## config.mk

```make
export PLATFORM = sky130hd
export DESIGN_NAME = hazard_ctrl_flat
export DESIGN_NICKNAME = d
export VERILOG_FILES = /design/src/rtl/core_pkg.sv /design/src/rtl/hazard_ctrl_if.sv /design/src/rtl/fwd_unit.sv /design/src/rtl/hazard_ctrl.sv /design/src/flat_wrapper.sv
export SDC_FILE = /design/constraint.sdc
export NUM_CORES = 1
export LEC_CHECK = 0
export CAP_MARGIN = 15
export CELL_PAD_IN_SITES_DETAIL_PLACEMENT = 0
export CELL_PAD_IN_SITES_GLOBAL_PLACEMENT = 1
export CORE_MARGIN = 10
export CORE_UTILIZATION = 18
export CTS_BUF_LIST = sky130_fd_sc_hd__clkbuf_4 sky130_fd_sc_hd__clkbuf_8 sky130_fd_sc_hd__clkbuf_16
export DETAILED_ROUTE_END_ITERATION = 6
export PLACE_DENSITY = 0.89
export RECOVER_POWER = 100
export SLEW_MARGIN = 5
export SYNTH_ARGS = -nofsm -noshare
export SYNTH_HDL_FRONTEND = slang
export SYNTH_SLANG_ARGS = --single-unit
```

## constraint.sdc

```tcl
create_clock -name clk -period 3 [get_ports clk]
set_input_delay 0.6 -clock clk [delete_from_list [all_inputs] [get_ports clk]]
set_output_delay 0.6 -clock clk [all_outputs]
set_load 0.01 [all_outputs]
```

## src/rtl/core_pkg.sv

```systemverilog
// Shared hazard-control types: FSM encoding, forward-select codes, stage control bundle.
package core_pkg;

  localparam int unsigned REG_W  = 5;
  localparam int unsigned FWD_W  = 2;
  localparam int unsigned CNT_W  = 16;
  localparam int unsigned NUM_PS = 4;

  typedef enum logic [1:0] {
    ST_RUN      = 2'd0,
    ST_MEM_WAIT = 2'd1,
    ST_HALTED   = 2'd2
  } state_e;

  localparam logic [FWD_W-1:0] FWD_REGFILE = FWD_W'(0);
  localparam logic [FWD_W-1:0] FWD_MEM     = FWD_W'(1);
  localparam logic [FWD_W-1:0] FWD_WB      = FWD_W'(2);

  // ps_en/ps_clear bit 0 is stage register 1
  typedef struct packed {
    logic              pc_en;
    logic [NUM_PS-1:0] ps_en;
    logic [NUM_PS-1:0] ps_clear;
  } stage_ctrl_t;

  localparam stage_ctrl_t CTRL_RUN = '{
    pc_en:    1'b1,
    ps_en:    {NUM_PS{1'b1}},
    ps_clear: {NUM_PS{1'b1}}
  };

  // Register 0 is hard-wired, so it never creates a dependency
  function automatic logic reg_match(input logic [REG_W-1:0] dst, input logic [REG_W-1:0] src);
    return (dst != '0) && (dst == src);
  endfunction

endpackage

```

## src/rtl/hazard_ctrl_if.sv

```systemverilog
// Pipeline <-> hazard controller signal bundle; slave modport is the controller side.
interface hazard_ctrl_if;
  import core_pkg::*;

  logic [REG_W-1:0] id_rs_req;
  logic [REG_W-1:0] id_rt_req;
  logic             id_rs_used;
  logic             id_rt_used;
  logic [REG_W-1:0] ex_rs_req;
  logic [REG_W-1:0] ex_rt_req;
  logic             ex_regfile_w_en;
  logic [REG_W-1:0] ex_regfile_req_w;
  logic             ex_r_datamem;
  logic             mem_regfile_w_en;
  logic [REG_W-1:0] mem_regfile_req_w;
  logic             wb_regfile_w_en;
  logic [REG_W-1:0] wb_regfile_req_w;
  logic             branch_taken;
  logic             mem_busy;
  logic             halt;

  logic             pc_en;
  logic             ps1_en, ps2_en, ps3_en, ps4_en;
  logic             ps1_clear, ps2_clear, ps3_clear, ps4_clear;
  logic [FWD_W-1:0] fwd_rs_sel;
  logic [FWD_W-1:0] fwd_rt_sel;
  logic             halted;
  logic [CNT_W-1:0] stall_count;
  logic [CNT_W-1:0] flush_count;

  modport master (
    output id_rs_req, id_rt_req, id_rs_used, id_rt_used, ex_rs_req, ex_rt_req,
           ex_regfile_w_en, ex_regfile_req_w, ex_r_datamem,
           mem_regfile_w_en, mem_regfile_req_w, wb_regfile_w_en, wb_regfile_req_w,
           branch_taken, mem_busy, halt,
    input  pc_en, ps1_en, ps2_en, ps3_en, ps4_en,
           ps1_clear, ps2_clear, ps3_clear, ps4_clear,
           fwd_rs_sel, fwd_rt_sel, halted, stall_count, flush_count
  );

  modport slave (
    input  id_rs_req, id_rt_req, id_rs_used, id_rt_used, ex_rs_req, ex_rt_req,
           ex_regfile_w_en, ex_regfile_req_w, ex_r_datamem,
           mem_regfile_w_en, mem_regfile_req_w, wb_regfile_w_en, wb_regfile_req_w,
           branch_taken, mem_busy, halt,
    output pc_en, ps1_en, ps2_en, ps3_en, ps4_en,
           ps1_clear, ps2_clear, ps3_clear, ps4_clear,
           fwd_rs_sel, fwd_rt_sel, halted, stall_count, flush_count
  );

endinterface

```

## src/rtl/fwd_unit.sv

```systemverilog
// One EX operand's forwarding source select; MEM result is newer than WB so it wins.
module fwd_unit
  import core_pkg::*;
(
  input  logic [REG_W-1:0] src_req,
  input  logic             mem_w_en,
  input  logic [REG_W-1:0] mem_req_w,
  input  logic             wb_w_en,
  input  logic [REG_W-1:0] wb_req_w,
  output logic [FWD_W-1:0] sel_c
);

  always_comb begin
    sel_c = FWD_REGFILE;
    if (mem_w_en && reg_match(mem_req_w, src_req)) begin
      sel_c = FWD_MEM;
    end else if (wb_w_en && reg_match(wb_req_w, src_req)) begin
      sel_c = FWD_WB;
    end
  end

endmodule

```

## src/rtl/hazard_ctrl.sv

```systemverilog
// Pipeline hazard controller: stalls, flushes, memory-wait freeze, halt and operand forwarding.
// Define HAZARD_STAT_EN to build the saturating stall/flush statistics counters.
module hazard_ctrl
  import core_pkg::*;
(
  input  logic          clk,
  input  logic          rst_n,
  hazard_ctrl_if.slave  hz
);

  state_e      state, next_state;
  stage_ctrl_t ctrl;
  logic        load_use;

  assign load_use = hz.ex_r_datamem && hz.ex_regfile_w_en &&
                    ((hz.id_rs_used && reg_match(hz.ex_regfile_req_w, hz.id_rs_req)) ||
                     (hz.id_rt_used && reg_match(hz.ex_regfile_req_w, hz.id_rt_req)));

  always_ff @(posedge clk or negedge rst_n) begin
    if (!rst_n) state <= ST_RUN;
    else        state <= next_state;
  end

  // RUN and MEM_WAIT share one priority chain: a released MEM_WAIT behaves as RUN at once
  always_comb begin
    next_state = state;
    ctrl       = CTRL_RUN;
    case (state)
      ST_RUN, ST_MEM_WAIT: begin
        if (hz.halt) begin
          ctrl.pc_en = 1'b0;
          ctrl.ps_en = '0;
          next_state = ST_HALTED;
        end else if (hz.mem_busy) begin
          ctrl.pc_en = 1'b0;
          ctrl.ps_en = '0;
          next_state = ST_MEM_WAIT;
        end else begin
          next_state = ST_RUN;
          if (hz.branch_taken) begin
            ctrl.ps_clear[1:0] = 2'b00;
          end else if (load_use) begin
            ctrl.pc_en       = 1'b0;
            ctrl.ps_en[0]    = 1'b0;
            ctrl.ps_clear[1] = 1'b0;
          end
        end
      end
      ST_HALTED: begin
        ctrl.pc_en = 1'b0;
        ctrl.ps_en = '0;
      end
      default: next_state = ST_RUN;
    endcase
  end

  assign hz.pc_en     = ctrl.pc_en;
  assign hz.ps1_en    = ctrl.ps_en[0];
  assign hz.ps2_en    = ctrl.ps_en[1];
  assign hz.ps3_en    = ctrl.ps_en[2];
  assign hz.ps4_en    = ctrl.ps_en[3];
  assign hz.ps1_clear = ctrl.ps_clear[0];
  assign hz.ps2_clear = ctrl.ps_clear[1];
  assign hz.ps3_clear = ctrl.ps_clear[2];
  assign hz.ps4_clear = ctrl.ps_clear[3];
  assign hz.halted    = (state == ST_HALTED);

  fwd_unit u_fwd_rs (
    .src_req   (hz.ex_rs_req),
    .mem_w_en  (hz.mem_regfile_w_en),
    .mem_req_w (hz.mem_regfile_req_w),
    .wb_w_en   (hz.wb_regfile_w_en),
    .wb_req_w  (hz.wb_regfile_req_w),
    .sel_c     (hz.fwd_rs_sel)
  );

  fwd_unit u_fwd_rt (
    .src_req   (hz.ex_rt_req),
    .mem_w_en  (hz.mem_regfile_w_en),
    .mem_req_w (hz.mem_regfile_req_w),
    .wb_w_en   (hz.wb_regfile_w_en),
    .wb_req_w  (hz.wb_regfile_req_w),
    .sel_c     (hz.fwd_rt_sel)
  );

`ifdef HAZARD_STAT_EN
  logic             stall_inc, flush_inc;
  logic [CNT_W-1:0] stall_q, flush_q;

  // Count only the hazard that actually took effect under the priority chain
  assign stall_inc = (state != ST_HALTED) && !hz.halt &&
                     (hz.mem_busy || (!hz.branch_taken && load_use));
  assign flush_inc = (state != ST_HALTED) && !hz.halt && !hz.mem_busy && hz.branch_taken;

  always_ff @(posedge clk or negedge rst_n) begin
    if (!rst_n) begin
      stall_q <= '0;
      flush_q <= '0;
    end else begin
      if (stall_inc && (stall_q != {CNT_W{1'b1}})) stall_q <= stall_q + CNT_W'(1);
      if (flush_inc && (flush_q != {CNT_W{1'b1}})) flush_q <= flush_q + CNT_W'(1);
    end
  end

  assign hz.stall_count = stall_q;
  assign hz.flush_count = flush_q;
`else
  assign hz.stall_count = '0;
  assign hz.flush_count = '0;
`endif

endmodule
```

## src/flat_wrapper.sv

```systemverilog
// flat-port wrapper written by rule: the top's interface ports become plain ports
module hazard_ctrl_flat import core_pkg::*;
  (clk, rst_n, hz_id_rs_req, hz_id_rt_req, hz_id_rs_used, hz_id_rt_used, hz_ex_rs_req, hz_ex_rt_req, hz_ex_regfile_w_en, hz_ex_regfile_req_w, hz_ex_r_datamem, hz_mem_regfile_w_en, hz_mem_regfile_req_w, hz_wb_regfile_w_en, hz_wb_regfile_req_w, hz_branch_taken, hz_mem_busy, hz_halt, hz_pc_en, hz_ps1_en, hz_ps2_en, hz_ps3_en, hz_ps4_en, hz_ps1_clear, hz_ps2_clear, hz_ps3_clear, hz_ps4_clear, hz_fwd_rs_sel, hz_fwd_rt_sel, hz_halted, hz_stall_count, hz_flush_count);
  hazard_ctrl_if hz_i ();
  input  logic clk;
  input  logic rst_n;
  input wire logic [$bits(hz_i.id_rs_req)-1:0] hz_id_rs_req;
  input wire logic [$bits(hz_i.id_rt_req)-1:0] hz_id_rt_req;
  input wire logic [$bits(hz_i.id_rs_used)-1:0] hz_id_rs_used;
  input wire logic [$bits(hz_i.id_rt_used)-1:0] hz_id_rt_used;
  input wire logic [$bits(hz_i.ex_rs_req)-1:0] hz_ex_rs_req;
  input wire logic [$bits(hz_i.ex_rt_req)-1:0] hz_ex_rt_req;
  input wire logic [$bits(hz_i.ex_regfile_w_en)-1:0] hz_ex_regfile_w_en;
  input wire logic [$bits(hz_i.ex_regfile_req_w)-1:0] hz_ex_regfile_req_w;
  input wire logic [$bits(hz_i.ex_r_datamem)-1:0] hz_ex_r_datamem;
  input wire logic [$bits(hz_i.mem_regfile_w_en)-1:0] hz_mem_regfile_w_en;
  input wire logic [$bits(hz_i.mem_regfile_req_w)-1:0] hz_mem_regfile_req_w;
  input wire logic [$bits(hz_i.wb_regfile_w_en)-1:0] hz_wb_regfile_w_en;
  input wire logic [$bits(hz_i.wb_regfile_req_w)-1:0] hz_wb_regfile_req_w;
  input wire logic [$bits(hz_i.branch_taken)-1:0] hz_branch_taken;
  input wire logic [$bits(hz_i.mem_busy)-1:0] hz_mem_busy;
  input wire logic [$bits(hz_i.halt)-1:0] hz_halt;
  output wire logic [$bits(hz_i.pc_en)-1:0] hz_pc_en;
  output wire logic [$bits(hz_i.ps1_en)-1:0] hz_ps1_en;
  output wire logic [$bits(hz_i.ps2_en)-1:0] hz_ps2_en;
  output wire logic [$bits(hz_i.ps3_en)-1:0] hz_ps3_en;
  output wire logic [$bits(hz_i.ps4_en)-1:0] hz_ps4_en;
  output wire logic [$bits(hz_i.ps1_clear)-1:0] hz_ps1_clear;
  output wire logic [$bits(hz_i.ps2_clear)-1:0] hz_ps2_clear;
  output wire logic [$bits(hz_i.ps3_clear)-1:0] hz_ps3_clear;
  output wire logic [$bits(hz_i.ps4_clear)-1:0] hz_ps4_clear;
  output wire logic [$bits(hz_i.fwd_rs_sel)-1:0] hz_fwd_rs_sel;
  output wire logic [$bits(hz_i.fwd_rt_sel)-1:0] hz_fwd_rt_sel;
  output wire logic [$bits(hz_i.halted)-1:0] hz_halted;
  output wire logic [$bits(hz_i.stall_count)-1:0] hz_stall_count;
  output wire logic [$bits(hz_i.flush_count)-1:0] hz_flush_count;
  assign hz_i.id_rs_req = hz_id_rs_req;
  assign hz_i.id_rt_req = hz_id_rt_req;
  assign hz_i.id_rs_used = hz_id_rs_used;
  assign hz_i.id_rt_used = hz_id_rt_used;
  assign hz_i.ex_rs_req = hz_ex_rs_req;
  assign hz_i.ex_rt_req = hz_ex_rt_req;
  assign hz_i.ex_regfile_w_en = hz_ex_regfile_w_en;
  assign hz_i.ex_regfile_req_w = hz_ex_regfile_req_w;
  assign hz_i.ex_r_datamem = hz_ex_r_datamem;
  assign hz_i.mem_regfile_w_en = hz_mem_regfile_w_en;
  assign hz_i.mem_regfile_req_w = hz_mem_regfile_req_w;
  assign hz_i.wb_regfile_w_en = hz_wb_regfile_w_en;
  assign hz_i.wb_regfile_req_w = hz_wb_regfile_req_w;
  assign hz_i.branch_taken = hz_branch_taken;
  assign hz_i.mem_busy = hz_mem_busy;
  assign hz_i.halt = hz_halt;
  assign hz_pc_en = hz_i.pc_en;
  assign hz_ps1_en = hz_i.ps1_en;
  assign hz_ps2_en = hz_i.ps2_en;
  assign hz_ps3_en = hz_i.ps3_en;
  assign hz_ps4_en = hz_i.ps4_en;
  assign hz_ps1_clear = hz_i.ps1_clear;
  assign hz_ps2_clear = hz_i.ps2_clear;
  assign hz_ps3_clear = hz_i.ps3_clear;
  assign hz_ps4_clear = hz_i.ps4_clear;
  assign hz_fwd_rs_sel = hz_i.fwd_rs_sel;
  assign hz_fwd_rt_sel = hz_i.fwd_rt_sel;
  assign hz_halted = hz_i.halted;
  assign hz_stall_count = hz_i.stall_count;
  assign hz_flush_count = hz_i.flush_count;
  hazard_ctrl u_core (.clk(clk), .rst_n(rst_n), .hz(hz_i));
endmodule
```

After elaboration in Yosys (flattened, before gate mapping)
Cells that the tools add are included.

storage, ports and cells
  register bits = 2
  output and inout bits = 46
  input port bits = 46
  logic and storage cells = 47

cells by class
  equal/unequal tests = 8
  muxes and demuxes = 18
  reduce and logical (&&, ||, !) cells = 20

operators by type and width
  kind                                                                   number
  5-bit equality test                                                    6
  2-bit 2-to-1 mux                                                       8
  5-bit nonzero test                                                     3
  1-bit logical AND                                                      14
  5-bit one-hot mux with 2 select lines                                  1
  1-bit 2-to-1 mux                                                       6
  5-bit 2-to-1 mux                                                       1
  2-bit one-hot mux with 2 select lines                                  1
  3-bit 2-to-1 mux                                                       1
  2-bit by 1-bit equality test with 1-bit output, second input constant  1
  2-bit equality test, second input constant                             1
  2-bit logical NOT                                                      1
  2-bit OR reduction                                                     1
  1-bit logical OR                                                       1

Depth between registers and ports, before layout
Gate-level depths: netlist (run 1).

  depth after elaboration = 10
  mapped depth = 5
  mapped depth without buffers = 4

Cells and area by module
Synthesis (run 1) repeated with hierarchy kept, for this count alone.

unflattened totals
  cells, all modules = 112
  area total of the unflattened synthesis = 839.6 um^2

by module, submodules not included
  module       cells each  seq. area each (um^2)  area an instance (um^2)  instances
  hazard_ctrl  72          50.0                   536.8                    1
  fwd_unit     20          0.0                    151.4                    2

Worst setup path before layout (run 1)
Ideal clock, no wire load.

  path kind = input to output
  from = in hz_ex_regfile_req_w[1]
  to = out hz_ps1_en
  slack = 0.632 ns
  path buffers = 1
  data required time = 2.400 ns
  data arrival time = 1.768 ns
  cell stages on the path = 5
  path through = or4_1 nor2_1 nor2_1 a31oi_1 buf_4

between the ends
  longest elaborated chain between the ends = 10
  elaborated cells on any way between the ends = 14
  those cells by class = eq/ne (2); mux (5); reduce/logical (7)

RTL lines
  what                                                       line                                  RTL
  start, declared                                            flat_wrapper.sv:14                    input wire logic [$bits(hz_i.ex_regfile_req_w)-1:0] hz_ex_regfile_req_w;
  5-bit equality test or 5-bit nonzero test (tied branches)  core_pkg.sv:34                        return (dst != '0) && (dst == src);
  1-bit logical AND                                          core_pkg.sv:34
  1-bit logical AND, on equally long branches                hazard_ctrl.sv:16, hazard_ctrl.sv:17
  1-bit logical OR (*)                                       hazard_ctrl.sv:16                     ((hz.id_rs_used && reg_match(hz.ex_regfile_req_w, hz.id_rs_req)) ||
  1-bit logical AND (*)                                      hazard_ctrl.sv:15                     assign load_use = hz.ex_r_datamem && hz.ex_regfile_w_en &&
  1-bit 2-to-1 mux (*)                                       hazard_ctrl.sv:42                     end else if (load_use) begin
  1-bit 2-to-1 mux (*)                                       hazard_ctrl.sv:40                     if (hz.branch_taken) begin
  1-bit 2-to-1 mux (*)                                       hazard_ctrl.sv:34                     end else if (hz.mem_busy) begin
  5-bit 2-to-1 mux (*)                                       hazard_ctrl.sv:30                     if (hz.halt) begin
  5-bit one-hot mux with 2 select lines (*)                  hazard_ctrl.sv:28                     case (state)
  end, declared                                              flat_wrapper.sv:24                    output wire logic [$bits(hz_i.ps1_en)-1:0] hz_ps1_en;

Mark *: on every way between the ends. The rest lies on a longest branch, timed or not.

Final worst setup path (run 1)
  from = in hz_ex_regfile_req_w[1]
  to = out hz_pc_en

between the ends
  longest elaborated chain between the ends = 10
  elaborated cells on any way between the ends = 14
  those cells by class = eq/ne (2); mux (5); reduce/logical (7)

RTL lines
  what                                                       line                                  RTL
  5-bit equality test or 5-bit nonzero test (tied branches)  core_pkg.sv:34
  1-bit logical AND                                          core_pkg.sv:34
  1-bit logical AND, on equally long branches                hazard_ctrl.sv:16, hazard_ctrl.sv:17
  1-bit logical OR (*)                                       hazard_ctrl.sv:16
  1-bit logical AND (*)                                      hazard_ctrl.sv:15
  1-bit 2-to-1 mux (*)                                       hazard_ctrl.sv:42
  1-bit 2-to-1 mux (*)                                       hazard_ctrl.sv:40
  1-bit 2-to-1 mux (*)                                       hazard_ctrl.sv:34
  5-bit 2-to-1 mux (*)                                       hazard_ctrl.sv:30
  5-bit one-hot mux with 2 select lines (*)                  hazard_ctrl.sv:28
  end, declared                                              flat_wrapper.sv:23                    output wire logic [$bits(hz_i.pc_en)-1:0] hz_pc_en;

Marked as above.

==> results of run 1 <==
-- power by group --
group          switching [mW]  internal (mW)
logic                  0.0647         0.0885
clock network          0.0176         0.0845
registers         0.000000884         0.0272
-- synth_stat cells (all sizes together) --
cell	n
o22ai	1
conb	2
xor2	14
dfrtp	2
a31oi	1
or4	5
a21oi	3
o21ai	2
a21boi	1
nor4	4
and2	1
nor3b	1
inv	1
nand4	2
xnor2	16
nand3	2
nor3	1
nor2	3
buf	37
nand2	4
nor2b	1
-- metal layers --
layer  vias to the layer above  track usage [%]  wire length [um]
li1                        417                -                 -
met1                       372             6.13              1010
met2                        68             11.3              1240
met3                         2             4.69               481
met4                         0             2.21                25
met5                         -                0                 0
-- critical path, cell delays in order --
cell	delay (ns)
clkdlybuf4s50_1	0.47
or4_1	0.56
nor2_1	0.15
nor2_1	0.07
a31oi_1	0.18
dlygate4sd2_1	0.30
-- kinds of logic (layout without fill, tap and decap cells) --
kind of cell,after synthesis,in the layout,share of synthesized area (%)
AO/OA/AOI/OAI,8,8,6.10
XOR/XNOR,30,30,32.9
buffers and inverters,38,75,35.2
flip-flops,2,2,6.26
other,2,34,0.939
AND/OR/NAND/NOR,24,24,18.6
-- per-stage QoR --
| stage | hold WS (ns) | power [mW] | utilization, % | area, sq um | instances |
|---|---|---|---|---|---|
| after floorplan | 0.304 | 0.119 | - | 920 | 136 |
| after global placement | 0.496 | 0.178 | 32.0 | 1380 | 222 |
| after detailed placement | 0.486 | 0.180 | 32.0 | 1380 | 222 |
| after CTS | 0.487 | 0.286 | 33.1 | 1430 | 225 |
| after global routing | 0.519 | 0.302 | 32.7 | 1420 | 225 |
| final | 0.486 | 0.283 | 32.7 | 1420 | 225 |
-- repair_timing --
item / 4_1_cts / 5_1_grt
setup endpoints to repair: 7 / 5
gates resized for setup: 12 / 5
pin swaps: 1 / 0
-- layout make-up --
type,instances,area (sq um),share of cell area (%)
inverters,1,3.75,0.265
multi-input cells,96,594,42.0
clock buffers,3,41.3,2.92
well taps,52,65.1,4.60
flip-flops and latches,2,50.0,3.54
repair buffers,71,661,46.7
-- worst min path at each step --
stage	from	endpoint	slack (ns)	depth (start not counted)
after global routing	u_core.state[0]	u_core.state[1]	0.52	1
after global placement	u_core.state[0]	u_core.state[1]	0.50	1
after detailed placement	u_core.state[0]	u_core.state[1]	0.49	1
final	u_core.state[0]	u_core.state[1]	0.49	1
after floorplan	rst_n	u_core.state[0]	0.30	0
after CTS	u_core.state[0]	u_core.state[1]	0.49	1
==> metrics.md, run 1 <==
| Metric | Value |
|---|---|
| Mean Syn Cell Area | 7.69 sq um |
| Status | complete, no violations |
| Commonest non-fill, non-tap cell in the layout | clkdlybuf4s50_1 |
| # nets final | 221 |
| Max Cap Viol | 0 |
| Io pins | 92 |
| Initial DRC count | 3 |
| Number of distinct library cells after synthesis | 23 |
| Tot GR Track Use | 6.62% |
| Drt pass-1 iters | 2 |
| Vias in the first global route | 979 |
| Sequential fraction of the synthesis area | 6.26% |
| Htree depth | 1 |
| YS warnings | 0 |
| Largest net degree at the start of global routing | 7 |
| Setup crit end | hz_pc_en |
| Area Overhead vs Synth | 77.0% |
| Commonest non-fill, non-tap cells in the layout | clkdlybuf4s50_1, conb_1, xnor2_1 |
| Synth area leader | buf_4 |
| Rows | 24 |
| Post-Synthesis Cells | 104 |
| Port buffer count | 57 |
| Die width | 86.6 um |
| Critical R2R Capture | u_core.state[0] |
| R2R setup slack | 2.26 ns |
| TritonCTS clock tree | yes |
| Synth Register Bits | 2 |
| Cts bufs inserted | 3 |
| Setup Buffers After CTS | 0 |
| Clock sinks | 2 |
| Pwr/cell area | 200 nW/um^2 |
| Largest regs | u_core.state: 2 flops |
| Final period utilization | 97.5% |
| Min Tclk post-route | 2.92 ns |
| CTS clk-pin slew, worst paths | 0.03 ns |
| CP required | 2.40 ns |
| Die H | 86.6 um |
| Clock latency on the worst-skew pair | 0.21 ns |
| Antenna Cells | 0 |
| Final GP Congestion | 0.744 |
| Worst Reg-to-Reg Cells | 2 |
| Setup Skew | 0.00182 ns |
| CTS Root Cell | clkbuf_8 |
| Reg with most FFs | u_core.state |
| Arr. time, crit path | 2.32 ns |
| Startpoint class of the critical path | input pin |
| WL final | 2.76 mm |
| Antenna Nets Post-Route | 0 |
| Top post-synthesis cells by area | buf_4, xnor2_1, xor2_1 |
| Critical path launch point | hz_ex_regfile_req_w[1] |
| Fin. Hold Viols | 0 |
| Hold_buf cts | 0 |
| Clock Tree Buf Depth | 2 |
| Dpl hpwl | 2.64 mm |
| Global route overflow | 0 |
| RSZ-0062 raised after global routing | yes |
| Leakage | 0.609 nW |
| Die area | 7510 sq um |
| Max FFs per register | 2 |
| Avg Vias per Cell | 3.82 |
| Hold Path Class | reg -> reg |
| Max VDD drop | 0.0000961 V |
| WL per Instance | 12.3 um |
| FMAX | 342 MHz |
| Setup TNS | 0 ns |
| Global-route wire length before repair | 4.13 mm |
| R2r startpoint | u_core.state[1] |
| Placement Setup Slack | -0.292 ns |
| Synth top area share | 34.7% |
| Core ar. | 4320 sq um |
| Filler Cell Count | 482 |
| Setup Viol. Count Final | 0 |
| Worst-path fanout max | 3 |
| Cell area after synthesis | 800 sq um |
| Setup ws final | 0.0759 ns |
| Fin. max-slew vios | 0 |
| Share of layout cells above drive strength 1 | 13.3% |
| Starting Density | 18.5% |
| DRC | 0 |
| CP Class | in -> out |
| Critical Path Sink Type | output port |
| Detailed-route via count | 859 |
| Initial antenna violation count | 0 |
(Power assumes the default switching activity.)
==> inputs of run 2 (changes only) <==
Settings changed: GPL_ROUTABILITY_DRIVEN set to 0.
==> results of run 2 <==
No change in the layout: final DEF, timing and power equal those of run 1.
==> inputs of run 3 (changes only) <==
Settings changed: GPL_ROUTABILITY_DRIVEN 0 to not set.
==> results of run 3 <==
No change in the layout: final DEF, timing and power equal those of run 1.
